===== config.mk =====
export PLATFORM = sky130hd
export DESIGN_NAME = atax_call_sequencer
export DESIGN_NICKNAME = d
export VERILOG_FILES = /design/src/rtl/atax_seq_pkg.sv /design/src/rtl/atax_job_fifo.sv /design/src/rtl/atax_call_sequencer.sv
export SDC_FILE = /design/constraint.sdc
export NUM_CORES = 1
export LEC_CHECK = 0
export ABC_AREA = 1
export CORE_ASPECT_RATIO = 1.4
export CORE_UTILIZATION = 51
export CTS_CLUSTER_DIAMETER = 200
export CTS_CLUSTER_SIZE = 10
export DETAILED_ROUTE_END_ITERATION = 16
export HOLD_SLACK_MARGIN = 0.02
export PLACE_DENSITY = 0.72
export SLEW_MARGIN = 10
export SYNTH_ARGS = -nofsm -noshare
export SYNTH_HDL_FRONTEND = slang
export SYNTH_SLANG_ARGS = --single-unit

===== constraint.sdc =====
create_clock -name clock -period 9.8 [get_ports clock]
set_clock_uncertainty 0.05 [all_clocks]
set_input_delay 1.96 -clock clock [delete_from_list [all_inputs] [get_ports clock]]
set_output_delay 1.96 -clock clock [all_outputs]
set_load 0.1 [all_outputs]

===== src/rtl/atax_seq_pkg.sv =====
// Shared types for the atax call sequencer: FSM states and the queued job descriptor.
package atax_seq_pkg;

    localparam int ARG_W     = 64;
    // Queued tags are stored at this width; the top keeps only its TAG_W low bits.
    localparam int TAG_MAX_W = 32;

    typedef enum logic [1:0] {IDLE, ISSUE, WAIT, FAULT} state_t;

    typedef struct packed {
        logic [ARG_W-1:0]     a;
        logic [ARG_W-1:0]     x;
        logic [ARG_W-1:0]     y_out;
        logic [TAG_MAX_W-1:0] tag;
    } job_t;

endpackage


===== src/rtl/atax_job_fifo.sv =====
// Synchronous job descriptor FIFO; head is the oldest entry, valid whenever !empty.
module atax_job_fifo
    import atax_seq_pkg::*;
#(
    parameter int DEPTH = 4
) (
    input  logic clock,
    input  logic reset,
    input  logic push,
    input  logic pop,
    input  job_t din,
    output job_t head,
    output logic full,
    output logic empty
);
    localparam int          PW       = $clog2(DEPTH);
    localparam logic [PW:0] FULL_CNT = (PW+1)'(DEPTH);

    job_t          mem [DEPTH];
    logic [PW-1:0] wr_ptr;
    logic [PW-1:0] rd_ptr;
    logic [PW:0]   count;

    always_ff @(posedge clock) begin
        if (push) mem[wr_ptr] <= din;
    end

    always_ff @(posedge clock or posedge reset) begin
        if (reset) begin
            wr_ptr <= '0;
            rd_ptr <= '0;
            count  <= '0;
        end else begin
            if (push) wr_ptr <= wr_ptr + 1'b1;
            if (pop)  rd_ptr <= rd_ptr + 1'b1;
            case ({push, pop})
                2'b10:   count <= count + 1'b1;
                2'b01:   count <= count - 1'b1;
                default: count <= count;
            endcase
        end
    end

    assign head  = mem[rd_ptr];
    assign full  = (count == FULL_CNT);
    assign empty = (count == '0);

endmodule


===== src/rtl/atax_call_sequencer.sv =====
// Launches queued atax calls one at a time, collects returns into a single-entry
// completion register, and latches a sticky fault when a call hangs.
module atax_call_sequencer
    import atax_seq_pkg::*;
#(
    parameter int JOB_DEPTH      = 4,
    parameter int TAG_W          = 8,
    parameter int TIMEOUT_CYCLES = 65536
) (
    input  logic              clock,
    input  logic              reset,
    input  logic              job_valid,
    output logic              job_ready,
    input  logic [63:0]       job_a,
    input  logic [63:0]       job_x,
    input  logic [63:0]       job_y_out,
    input  logic [TAG_W-1:0]  job_tag,
    output logic              comp_start,
    input  logic              comp_busy,
    output logic [63:0]       comp_A,
    output logic [63:0]       comp_x,
    output logic [63:0]       comp_y_out,
    input  logic              comp_done,
    output logic              comp_stall,
    output logic              cpl_valid,
    input  logic              cpl_ready,
    output logic [TAG_W-1:0]  cpl_tag,
    output logic              cpl_timeout,
    output logic              fault,
    output logic              idle,
    output logic [31:0]       jobs_done
);
    localparam int            WD_W   = $clog2(TIMEOUT_CYCLES);
    localparam logic [WD_W-1:0] WD_MAX = WD_W'(TIMEOUT_CYCLES - 1);

    state_t           state;
    job_t             fifo_din;
    job_t             fifo_head;
    logic             fifo_full;
    logic             fifo_empty;
    logic             push;
    logic             call_acc;
    logic             ret_acc;
    logic             wd_sat;
    logic             to_fire;
    logic             load_head;
    logic [TAG_W-1:0] cur_tag;
    logic [WD_W-1:0]  wdog;
    logic             unused_tag_hi;

    always_comb begin
        fifo_din       = '0;
        fifo_din.a     = job_a;
        fifo_din.x     = job_x;
        fifo_din.y_out = job_y_out;
        fifo_din.tag   = TAG_MAX_W'(job_tag);
    end

    assign job_ready  = !fifo_full && !fault;
    assign push       = job_valid && job_ready;
    // After a fault the late done pulses are swallowed, so never stall them.
    assign comp_stall = cpl_valid && !cpl_ready && !fault;
    assign call_acc   = (state == ISSUE) && !comp_busy;
    assign ret_acc    = (state == WAIT) && comp_done && !comp_stall;
    assign wd_sat     = (wdog == WD_MAX);
    assign to_fire    = (state == WAIT) && !ret_acc && wd_sat && (!cpl_valid || cpl_ready);
    assign load_head  = !fifo_empty && ((state == IDLE) || ret_acc);
    assign unused_tag_hi = ^fifo_head.tag;

    atax_job_fifo #(.DEPTH(JOB_DEPTH)) u_fifo (
        .clock (clock),
        .reset (reset),
        .push  (push),
        .pop   (call_acc),
        .din   (fifo_din),
        .head  (fifo_head),
        .full  (fifo_full),
        .empty (fifo_empty)
    );

    always_ff @(posedge clock or posedge reset) begin
        if (reset) begin
            state       <= IDLE;
            comp_start  <= 1'b0;
            comp_A      <= '0;
            comp_x      <= '0;
            comp_y_out  <= '0;
            cur_tag     <= '0;
            cpl_valid   <= 1'b0;
            cpl_tag     <= '0;
            cpl_timeout <= 1'b0;
            fault       <= 1'b0;
            idle        <= 1'b1;
            jobs_done   <= '0;
            wdog        <= '0;
        end else begin
            idle <= (state == IDLE) && fifo_empty && !push && !(cpl_valid && !cpl_ready);
            if (cpl_valid && cpl_ready) cpl_valid <= 1'b0;
            if (state == WAIT && !ret_acc && !wd_sat) wdog <= wdog + 1'b1;
            if (load_head) begin
                comp_A     <= fifo_head.a;
                comp_x     <= fifo_head.x;
                comp_y_out <= fifo_head.y_out;
                cur_tag    <= fifo_head.tag[TAG_W-1:0];
            end
            case (state)
                IDLE: if (!fifo_empty) begin
                    comp_start <= 1'b1;
                    state      <= ISSUE;
                end
                ISSUE: if (!comp_busy) begin
                    comp_start <= 1'b0;
                    wdog       <= '0;
                    state      <= WAIT;
                end
                WAIT: if (ret_acc) begin
                    cpl_valid   <= 1'b1;
                    cpl_tag     <= cur_tag;
                    cpl_timeout <= 1'b0;
                    jobs_done   <= jobs_done + 32'd1;
                    comp_start  <= !fifo_empty;
                    state       <= fifo_empty ? IDLE : ISSUE;
                end else if (to_fire) begin
                    cpl_valid   <= 1'b1;
                    cpl_tag     <= cur_tag;
                    cpl_timeout <= 1'b1;
                    fault       <= 1'b1;
                    state       <= FAULT;
                end
                FAULT:   state <= FAULT;
                default: state <= IDLE;
            endcase
        end
    end

endmodule

* Word-level counts from Yosys, hierarchy flattened *
Memory sizes are Yosys's and may differ from the RTL's. A register that Yosys moved wholly into a read port is not among the register bits.
Index checks and enable logic that the tools add are counted.

word-level totals
  bits in registers = 70
  memories = 1
  memory bits (writable) = 800
  input port bits = 206

memory list
  memory      depth  bits a word  read ports  clocked after memory_dff  wr ports  line                 text
  u_fifo.mem  4      200          1           1                         1         atax_job_fifo.sv:19  job_t mem [DEPTH];

cells by class
  multiplexer cells = 24
  bitwise logic cells = 1
  equality and inequality tests = 11
  add/subtract/negate cells = 6
  reductions and logical operators = 39

operators with widths
  cell                   count
  $mux 16                3
  $add 32x1->32 const B  1
  $add 16x1->16 const B  1
  $eq 16x16->1 const B   1
  $logic_and 1x1->1      16
  $mux 8                 2
  $mux 1                 12
  $logic_not 1->1        11
  $mux 2                 4
  $pmux 2 s4             1
  $eq 2x2->1 const B     3
  $ne 2x2->1 const B     3
  $pmux 3 s2             1
  $reduce_and 3->1       2
  $add 2x1->2 const B    2
  $eq 2x1->1 const B     2
  $reduce_and 2->1       2
  $reduce_and 4->1       1
  $reduce_bool 2->1      2
  $add 3x1->3 const B    1
  $eq 3x3->1 const B     1
  $logic_not 3->1        1
  $ne 3x3->1 const B     1
  $pmux 1 s3             1
  other kinds (5)        6

* Logic depth before layout (Yosys ltp) *
Gate-level depths: netlist of the first run.

  depth after elaboration = 12
  mapped depth = 11
  mapped depth without buffers = 10

* By module *
Synthesis of the first run repeated with hierarchy kept, for this count alone.

second synthesis, totals
  cell total of the unflattened synthesis = 4015
  area total of the unflattened synthesis = 48386.4 µm²

by module, submodules not included
  module               sequential area each (µm²)  instances  area an instance (µm²)  cells each
  atax_job_fifo        27081.0                     1          36824.1                 2663
  atax_call_sequencer  6582.6                      1          11562.3                 1352

* Least setup slack after synthesis of the first run *
No wires, ideal clock.

  kind = reg2reg
  start = register fault
  end = memory u_fifo.mem[0][0] (netlist bit) (enable)
  data arrival time = 11403 ps
  library setup time = 762 ps
  stages on the path, launching flop included = 4
  path slack = -2415 ps
  path buffers = 0
  cells stage by stage = dfrtp_1 -> a21oi_1 -> nand2_1 -> nor2_1

between the ends
  word-level cells in the longest chain between the ends = 5

RTL lines
  what                          line                        text
  start, declared               atax_call_sequencer.sv:29   output logic fault,
  start signal, assigned        atax_call_sequencer.sv:92   fault <= 1'b0;
  start signal, assigned        atax_call_sequencer.sv:127  fault <= 1'b1;
  $logic_not 1->1               atax_call_sequencer.sv:59   assign job_ready = !fifo_full && !fault;
  $logic_and 1x1->1             atax_call_sequencer.sv:59
  net job_ready                 atax_call_sequencer.sv:13   output logic job_ready,
  $logic_and 1x1->1             atax_call_sequencer.sv:60   assign push = job_valid && job_ready;
  $mux 1                        atax_job_fifo.sv:25         if (push) mem[wr_ptr] <= din;
  $mux 1 (implied by the code)  atax_job_fifo.sv:25
  end, declared                 atax_job_fifo.sv:19

The timed path passes the listed nets, and every way through them passes these cells.

* Worst setup path in the final report of the first run *
  start = input cpl_ready
  end = output comp_stall

between the ends
  word-level cells in the longest chain between the ends = 3

RTL lines
  what                            line                       text
  start, declared                 atax_call_sequencer.sv:26  input logic cpl_ready,
  $logic_not 1->1                 atax_call_sequencer.sv:62  assign comp_stall = cpl_valid && !cpl_ready && !fault;
  $logic_and 1x1->1 (2 in a row)  atax_call_sequencer.sv:62
  end, declared                   atax_call_sequencer.sv:24  output logic comp_stall,

No other way between the ends.

==> results of run 1 <==
## sequential cells by signal (all words and copies together), names as in the netlist, 8 cells and up
name        flops
comp_A         64
comp_y_out     64
cur_tag         8
cpl_tag         8
jobs_done      32
comp_x         64
u_fifo.mem    800
wdog           16
## final timing paths
kind	cells after the start	to	startpoint
setup / recovery	5	comp_stall	cpl_ready
hold / removal	2	comp_A[55]$_DFFE_PP0P_	comp_A[55]$_DFFE_PP0P_
setup reg to reg	6	u_fifo.mem[0][45]$_DFFE_PP_	u_fifo.count[0]$_DFFE_PP0P_
hold reg to reg	2	comp_A[55]$_DFFE_PP0P_	comp_A[55]$_DFFE_PP0P_
max in group asynchronous	3	u_fifo.rd_ptr[1]$_DFFE_PP0P_	reset
min in group asynchronous	2	comp_x[59]$_DFFE_PP0P_	reset
## routing by layer
metal  share of wire  wire, µm  vias up  track usage
met5          0.0018       179        -            0
met4           0.023      2340       26       0.0847
met3           0.087      8940      176       0.0595
met2            0.50     51000     1139        0.420
met1            0.39     39700    13500        0.313
li1                -         -    12700            -
## logic make-up after synthesis
family	after synthesis	synth area share
xor gates and xnor gates	26	0.00553
adders and majority gates	8	0.00261
and+or+nand+nor	1375	0.135
buffers and inverters	263	0.0267
DFF	1070	0.748
AOI/OAI and AO/OA	628	0.0829
## per-stage QoR
step	power [W]	instance area (µm²)
after global placement	0.0123	46400
after floorplan	0.0107	41200
after global routing	0.0170	49800
final	0.0163	49800
after CTS	0.0164	49800
after detailed placement	0.0124	46400
## critical path, cell delays in order
cell             delay [ns]
clkdlybuf4s50_1        0.40
nor2_1                 0.21
nand2_1                0.14
inv_1                  0.07
clkdlybuf4s50_1        1.12
## cells in the final DEF, fill, tap and decap left out
| cell | synthesis | layout |
|---|---|---|
| dfstp_2 | 1 | 1 |
| a21oi_4 | 0 | 1 |
| dfrtp_1 | 269 | 267 |
| nand3_1 | 225 | 225 |
| nor2_2 | 3 | 3 |
| a21boi_1 | 1 | 1 |
| o21bai_1 | 1 | 1 |
| buf_12 | 0 | 4 |
| nand2_2 | 1 | 1 |
| nor3_1 | 18 | 18 |
| clkbuf_1 | 119 | 96 |
| inv_1 | 53 | 51 |
| ha_1 | 7 | 7 |
| a2bb2oi_1 | 1 | 1 |
| inv_16 | 0 | 4 |
| buf_4 | 5 | 28 |
| nand2_4 | 0 | 1 |
| nor3b_1 | 2 | 2 |
| clkdlybuf4s50_1 | 0 | 444 |
| nor2_4 | 1 | 5 |
| o21ai_0 | 409 | 409 |
| a22oi_1 | 5 | 5 |
| clkbuf_16 | 0 | 117 |
| dfrtp_4 | 0 | 2 |
| a21oi_1 | 10 | 9 |
| fa_1 | 1 | 1 |
| inv_6 | 0 | 3 |
| o21ai_4 | 0 | 1 |
| nand4_1 | 9 | 9 |
| edfxtp_1 | 800 | 800 |
| inv_8 | 0 | 2 |
| nand3b_1 | 8 | 8 |
| diode_2 | 0 | 12 |
| nor2_1 | 475 | 471 |
| o22ai_1 | 200 | 200 |
| xor2_1 | 17 | 17 |
| inv_2 | 4 | 3 |
| nand2_1 | 633 | 632 |
| xnor2_1 | 9 | 9 |
## final cells by class
class                   count  area, µm²
flip-flops and latches   1070      30800
fillers                  6039      29700
multi-input cells        2037       9350
repair buffers            476       4730
clock buffers             213       3290
well taps                1054       1320
inverters                  57        234
clock inverters             6       97.6
diodes                     12       30.0
## power groups by stage
stage	Combinational, W	Clock, W	Sequential (W)
2_1_floorplan	0.00185	0	0.00880
3_3_place_gp	0.00656	0	0.00578
3_5_place_dp	0.00664	0	0.00578
4_1_cts	0.00666	0.00400	0.00571
5_1_grt	0.00699	0.00419	0.00577
6_report	0.00663	0.00393	0.00571
==> summary.md, run 1 <==
| Metric | Value |
|---|---|
| Status | finished clean |
| Async SR Flop Fraction | 0.252 |
| Routed WL | between 100 and 150 mm |
| Total Routing Usage GR | 0.248 |
| Post-synthesis sequential area ratio | 0.748 |
| CP max FO | 3 |
| Final setup viols | 0 |
| Setup TNS | 0 ns |
| Vias in the first global route | between 20000 and 30000 |
| Synth top area share | 0.583 |
| Routed Antenna Nets | 0 |
| Pre-CTS WS | ~4 ns |
| Synthesis Warnings | 0 |
| CTS HTree Levels | 3 |
| Fin. Hold Viols | 0 |
| DRC violations left | 0 |
| Layout cells sized above 1 | 0.0456 |
| Switching power | around 0.0072 W |
| Final core utilization | 0.627 |
| Clock Path Buffers | 3 |
| Cts hold-fix bufs | 0 |
| Area of the core | between 70000 and 80000 µm² |
| Fmax | approximately 170 MHz |
| Iteration-0 DRC Markers | approximately 2200 |
| Actual slew at the worst max-slew pin | 1.37 ns |
| Crit path time final | 5.91 ns |
| Syn_nets | about 3600 |
| Peak VDD IR | 0.000316 V |
| Reg power frac | 0.351 |
| Clock Pin Slew Worst Setup and Hold Paths | ~0.05 ns |
| Largest net degree at the start of global routing | 235 |
| Fraction of power consumed by the clock network | 0.241 |
| Starting Density | 0.518 |
| Num CTS Buffers | ~120 |
| Top_reg_cell synth | edfxtp_1 |
| DP HPWL | roughly 55 mm |
| Post-detailed-route wirelength per cell | 20.8 µm |
| Synth-to-layout area growth | 21.1% |
| Flops & latches, synth | 1070 |
| Avg Inst Size Synth | 12.2 µm² |
| Total gr overflow | 0 |
| WP data required | approximately 7.8 ns |
| Post-Place Cells | between 4000 and 5000 |
| Post-route insts no fill | ~4900 |
| PortBufs | around 440 |
| CTS tree | done |
| Routability cong. | ~0.94 |
| Leakage | 18.2 nW |
| Comb pwr share | 0.407 |
| Total die area | between 80000 and 90000 µm² |
| Clock Latency Late Sink | about 0.67 ns |
| Final Cycle Share | 0.603 |
| Syn Inst Count | 3370 |
| Layout Nets | roughly 4000 |
| Top-count cell post-synth | edfxtp_1 |
| Number of synthesized flops with an enable pin | 800 |
| Drt pass-1 iters | 5 |
| WHS | 0.416 ns |
| Post-synth top cells | 800 x edfxtp_1, 633 x nand2_1, 475 x nor2_1 |
| Max-cap violations | 0 |
| Initial antenna violation count | 25 |
| Clk root buf | clkbuf_16 |
| Slew HR | 0.0876 |
| Synth area leader | edfxtp_1 |
| Slew Viols, Final | 0 |
| Number of gates resized after cts | 0 |
| R2R setup slack | 6.07 ns |
| CP endpoint kind | output pin |
| CP Launch Type | input port |
| Clock tree sinks | 1070 |
| Area contributors post-synth | edfxtp_1 58%, dfrtp_1 16%, nand2_1 5.8%, o21ai_0 5.0%, nor2_1 4.3% |
| CP Data Arrival Time | 3.90 ns |
| RSZ-0062 raised after global routing | false |
| Slack of the critical path | 3.89 ns |
| Vias/cell | 5.60 |
| Min-delay worst type | reg -> reg |
| Via count | 27600 |
| Synth cell types | 31 |
| IO Pins | approximately 450 |
| Die H | around 340 µm |
| Power Internal | just over 0.009 W |
| Switching Fraction | 0.441 |
| Pwr per Cell Area | 326 nW/µm² |
| Rows | ~120 |
| Synthesized cell area | between 40000 and 50000 µm² |
| Die width | 242 µm |
| First-pass GRT wire length | 158 mm |
| Crit path kind | in -> out |
| Setup bufs post-CTS | 0 |
(Power assumes the default switching activity.)
==> inputs of run 2 (changes only) <==
==> constraint.sdc (replaced) <==
create_clock -name clock -period 5.3 [get_ports clock]
set_clock_uncertainty 0.05 [all_clocks]
set_input_delay 1.06 -clock clock [delete_from_list [all_inputs] [get_ports clock]]
set_output_delay 1.06 -clock clock [all_outputs]
set_load 0.1 [all_outputs]
==> run 2 against run 1 <==
Non-clock buffer count is 18 higher; register-to-register slack worse by 3.7 ns; combinational power up 86%; first-iteration DRC count fell by 8.7%; final cell count rose by 0.30%; global-route usage up 0.28 points; clock-buffer cell count decreased by 3; design area rose by 0.59%; critical path depth down 2; largest cell class unchanged; die area unchanged; power is 85% higher.
==> summary.md, run 2 (synthesis results as in run 1) <==
| Metric | Value |
|---|---|
| Met3 Use GR | 0.0545 (-0.00507) |
| Via count | 27600 (+0.018%) |
| PortBufs | 444 (unchanged) |
| Setup bufs post-CTS | 0 (unchanged) |
| Slew Viols, Final | 0 (unchanged) |
| Cell area after layout | 50100 µm² (+0.59%) |
| Filler Cells Inserted | 5977 (-1.0%) |
| Max-cap violations | 0 (unchanged) |
| CP endpoint kind | output pin |
| Final setup viols | 0 (unchanged) |
| Biggest register | u_fifo.mem |
| RR Startpoint | u_fifo.rd_ptr[0]$_DFFE_PP0P_ |
| DP HPWL | 58.2 mm (+5.5%) |
| Max reg flops | 800 (unchanged) |
| Crit path time final | 3.65 ns |
| WP data required | 4.19 ns (-3.60 ns) |
| CP Data Arrival Time | 2.54 ns (-1.36 ns) |
| Total Routing Usage GR | 0.251 (+0.00280) |
| Fmax | roughly 270 MHz |
| Crit path to | job_ready |
| Total die area | 81900 µm² (unchanged) |
| WHS | 0.416 ns (-0.000103 ns) |
| Vias/cell | 5.59 (-0.29%) |
| Clock Pin Slew Worst Setup and Hold Paths | 0.06 ns (about the same) |
| Placed Area | 46700 µm² (+0.69%) |
| Clock Path Buffers | 3 (unchanged) |
| Worst setup startpoint | u_fifo.count[0]$_DFFE_PP0P_ |
| Num CTS Buffers | 116 (unchanged) |
| Routability cong. | 0.905 (-3.9%) |
| Min-delay worst type | reg -> reg |
| Post-route insts no fill | 4940 (+0.30%) |
| Routed WL | 102 mm (+0.19%) |
| Reg2reg end | comp_A[57]$_DFFE_PP0P_ |
| Layout Nets | 3990 (+0.45%) |
| Clock tree sinks | 1070 (unchanged) |
| Initial antenna violation count | 16 (-36%) |
| Drt pass-1 iters | 5 (unchanged) |
| Die width | 242 µm (unchanged) |
| Rows | 122 (unchanged) |
| Peak VDD IR | 0.000555 V (+76%) |
| Die H | 338 µm (unchanged) |
| CP Launch Type | flip-flop |
| Met1 Use GR | 0.314 (+0.00120) |
| Starting Density | 0.518 (unchanged) |
| CTS HTree Levels | 3 (unchanged) |
| IO Pins | 445 (unchanged) |
| Final Cycle Share | 0.688 |
| Clk root buf | clkbuf_16 |
| Routed Antenna Nets | 0 (unchanged) |
| Sequential cell area | 30800 µm² (about the same) |
| CTS tree | done |
| CP max FO | 4 (+1) |
| Slew HR | 0.171 (+0.0829) |
| Actual slew at the worst max-slew pin | 1.24 ns (-0.124 ns) |
| Most common cell after layout, fill and taps aside | edfxtp_1 |
| Number of gates resized after cts | 0 (unchanged) |
| Clock Latency Late Sink | 0.69 ns (+0.02 ns) |
| Status | finished clean |
| Area of the multi-input gates | 9370 µm² (+0.15%) |
| Most used routing layer | met2 |
| Largest net degree at the start of global routing | 200 (-15%) |
| Most frequent cells in the layout | 800 x edfxtp_1, 631 x nand2_1, 471 x nor2_1 |
| Iteration-0 DRC Markers | 1973 (-8.7%) |
| Pwr per Cell Area | 601 nW/µm² (+84%) |
| Post-detailed-route wirelength per cell | 20.7 µm (-0.11%) |
| Total gr overflow | 0 (unchanged) |
| DRC violations left | 0 (unchanged) |
| Crit path kind | reg -> out |
| Post-Place Cells | 4712 (+0.38%) |
| Worst r2r path cells | 6 (unchanged) |
| Cts hold-fix bufs | 0 (unchanged) |
| R2R setup slack | 2.35 ns (-3.72 ns) |
| RSZ-0062 raised after global routing | false |
| Synth-to-layout area growth | 21.8% |
| Leakage | 18.4 nW (+0.66%) |
| Area of the core | 79500 µm² (unchanged) |
| Layout cells sized above 1 | 0.0509 (+0.00524) |
| Vias in the first global route | 27600 (+0.27%) |
| Setup TNS | 0 ns (unchanged) |
| Fin. Hold Viols | 0 (unchanged) |
| Met2 usage | 0.431 (+0.0109) |
| First-pass GRT wire length | 158 mm (+0.42%) |
run 2: through the flow:
stage                     total power (W)   util  worst slack, ns
after global routing               0.0313  0.630             1.54
after floorplan                    0.0197      -            0.161
after CTS                          0.0303  0.630             1.62
after global placement             0.0229  0.588             1.60
after detailed placement           0.0231  0.588             1.59
final                              0.0301  0.630             1.65
run 2: where the power goes:
group	switching, W	internal [W]	total, W
Sequential	0.000718	0.00989	0.0106
Clock	0.00310	0.00411	0.00721
Combinational	0.00950	0.00281	0.0123
Total	0.0133	0.0168	0.0301
run 2: worst max-delay path: stages, from the launching register on:
cell	delay, ns
dfrtp_1	0.43
nor2_1	0.11
a21oi_4	0.17
clkdlybuf4s50_1	1.15
run 2: how the worst min path moves through the flow:
stage / start / endpoint / slack [ns] / cells past startpoint
floorplan: cur_tag[0]$_DFFE_PP0P_ / cur_tag[0]$_DFFE_PP0P_ / 0.39 / 2
CTS: comp_x[36]$_DFFE_PP0P_ / comp_x[36]$_DFFE_PP0P_ / 0.42 / 2
detailed placement: comp_A[27]$_DFFE_PP0P_ / comp_A[27]$_DFFE_PP0P_ / 0.41 / 2
global placement: comp_A[12]$_DFFE_PP0P_ / comp_A[12]$_DFFE_PP0P_ / 0.40 / 2
finish: comp_y_out[13]$_DFFE_PP0P_ / comp_y_out[13]$_DFFE_PP0P_ / 0.42 / 2
global route: comp_y_out[59]$_DFFE_PP0P_ / comp_y_out[59]$_DFFE_PP0P_ / 0.44 / 2
run 2: cell type report:
cell class	instances	share of cell area
sequential	1070	0.614
multi-input combinational	2037	0.187
timing repair buffer	494	0.101
clock buffer	210	0.0649
tap	1054	0.0263
inverter	57	0.00459
clock inverter	6	0.00207
antenna	12	0.000599
run 2: per-layer routing:
metal  vias up  part of all wire
met1     13600              0.40
li1      12800                 -
met3       165             0.081
met5         -           0.00063
met4         8             0.022
met2      1097              0.50
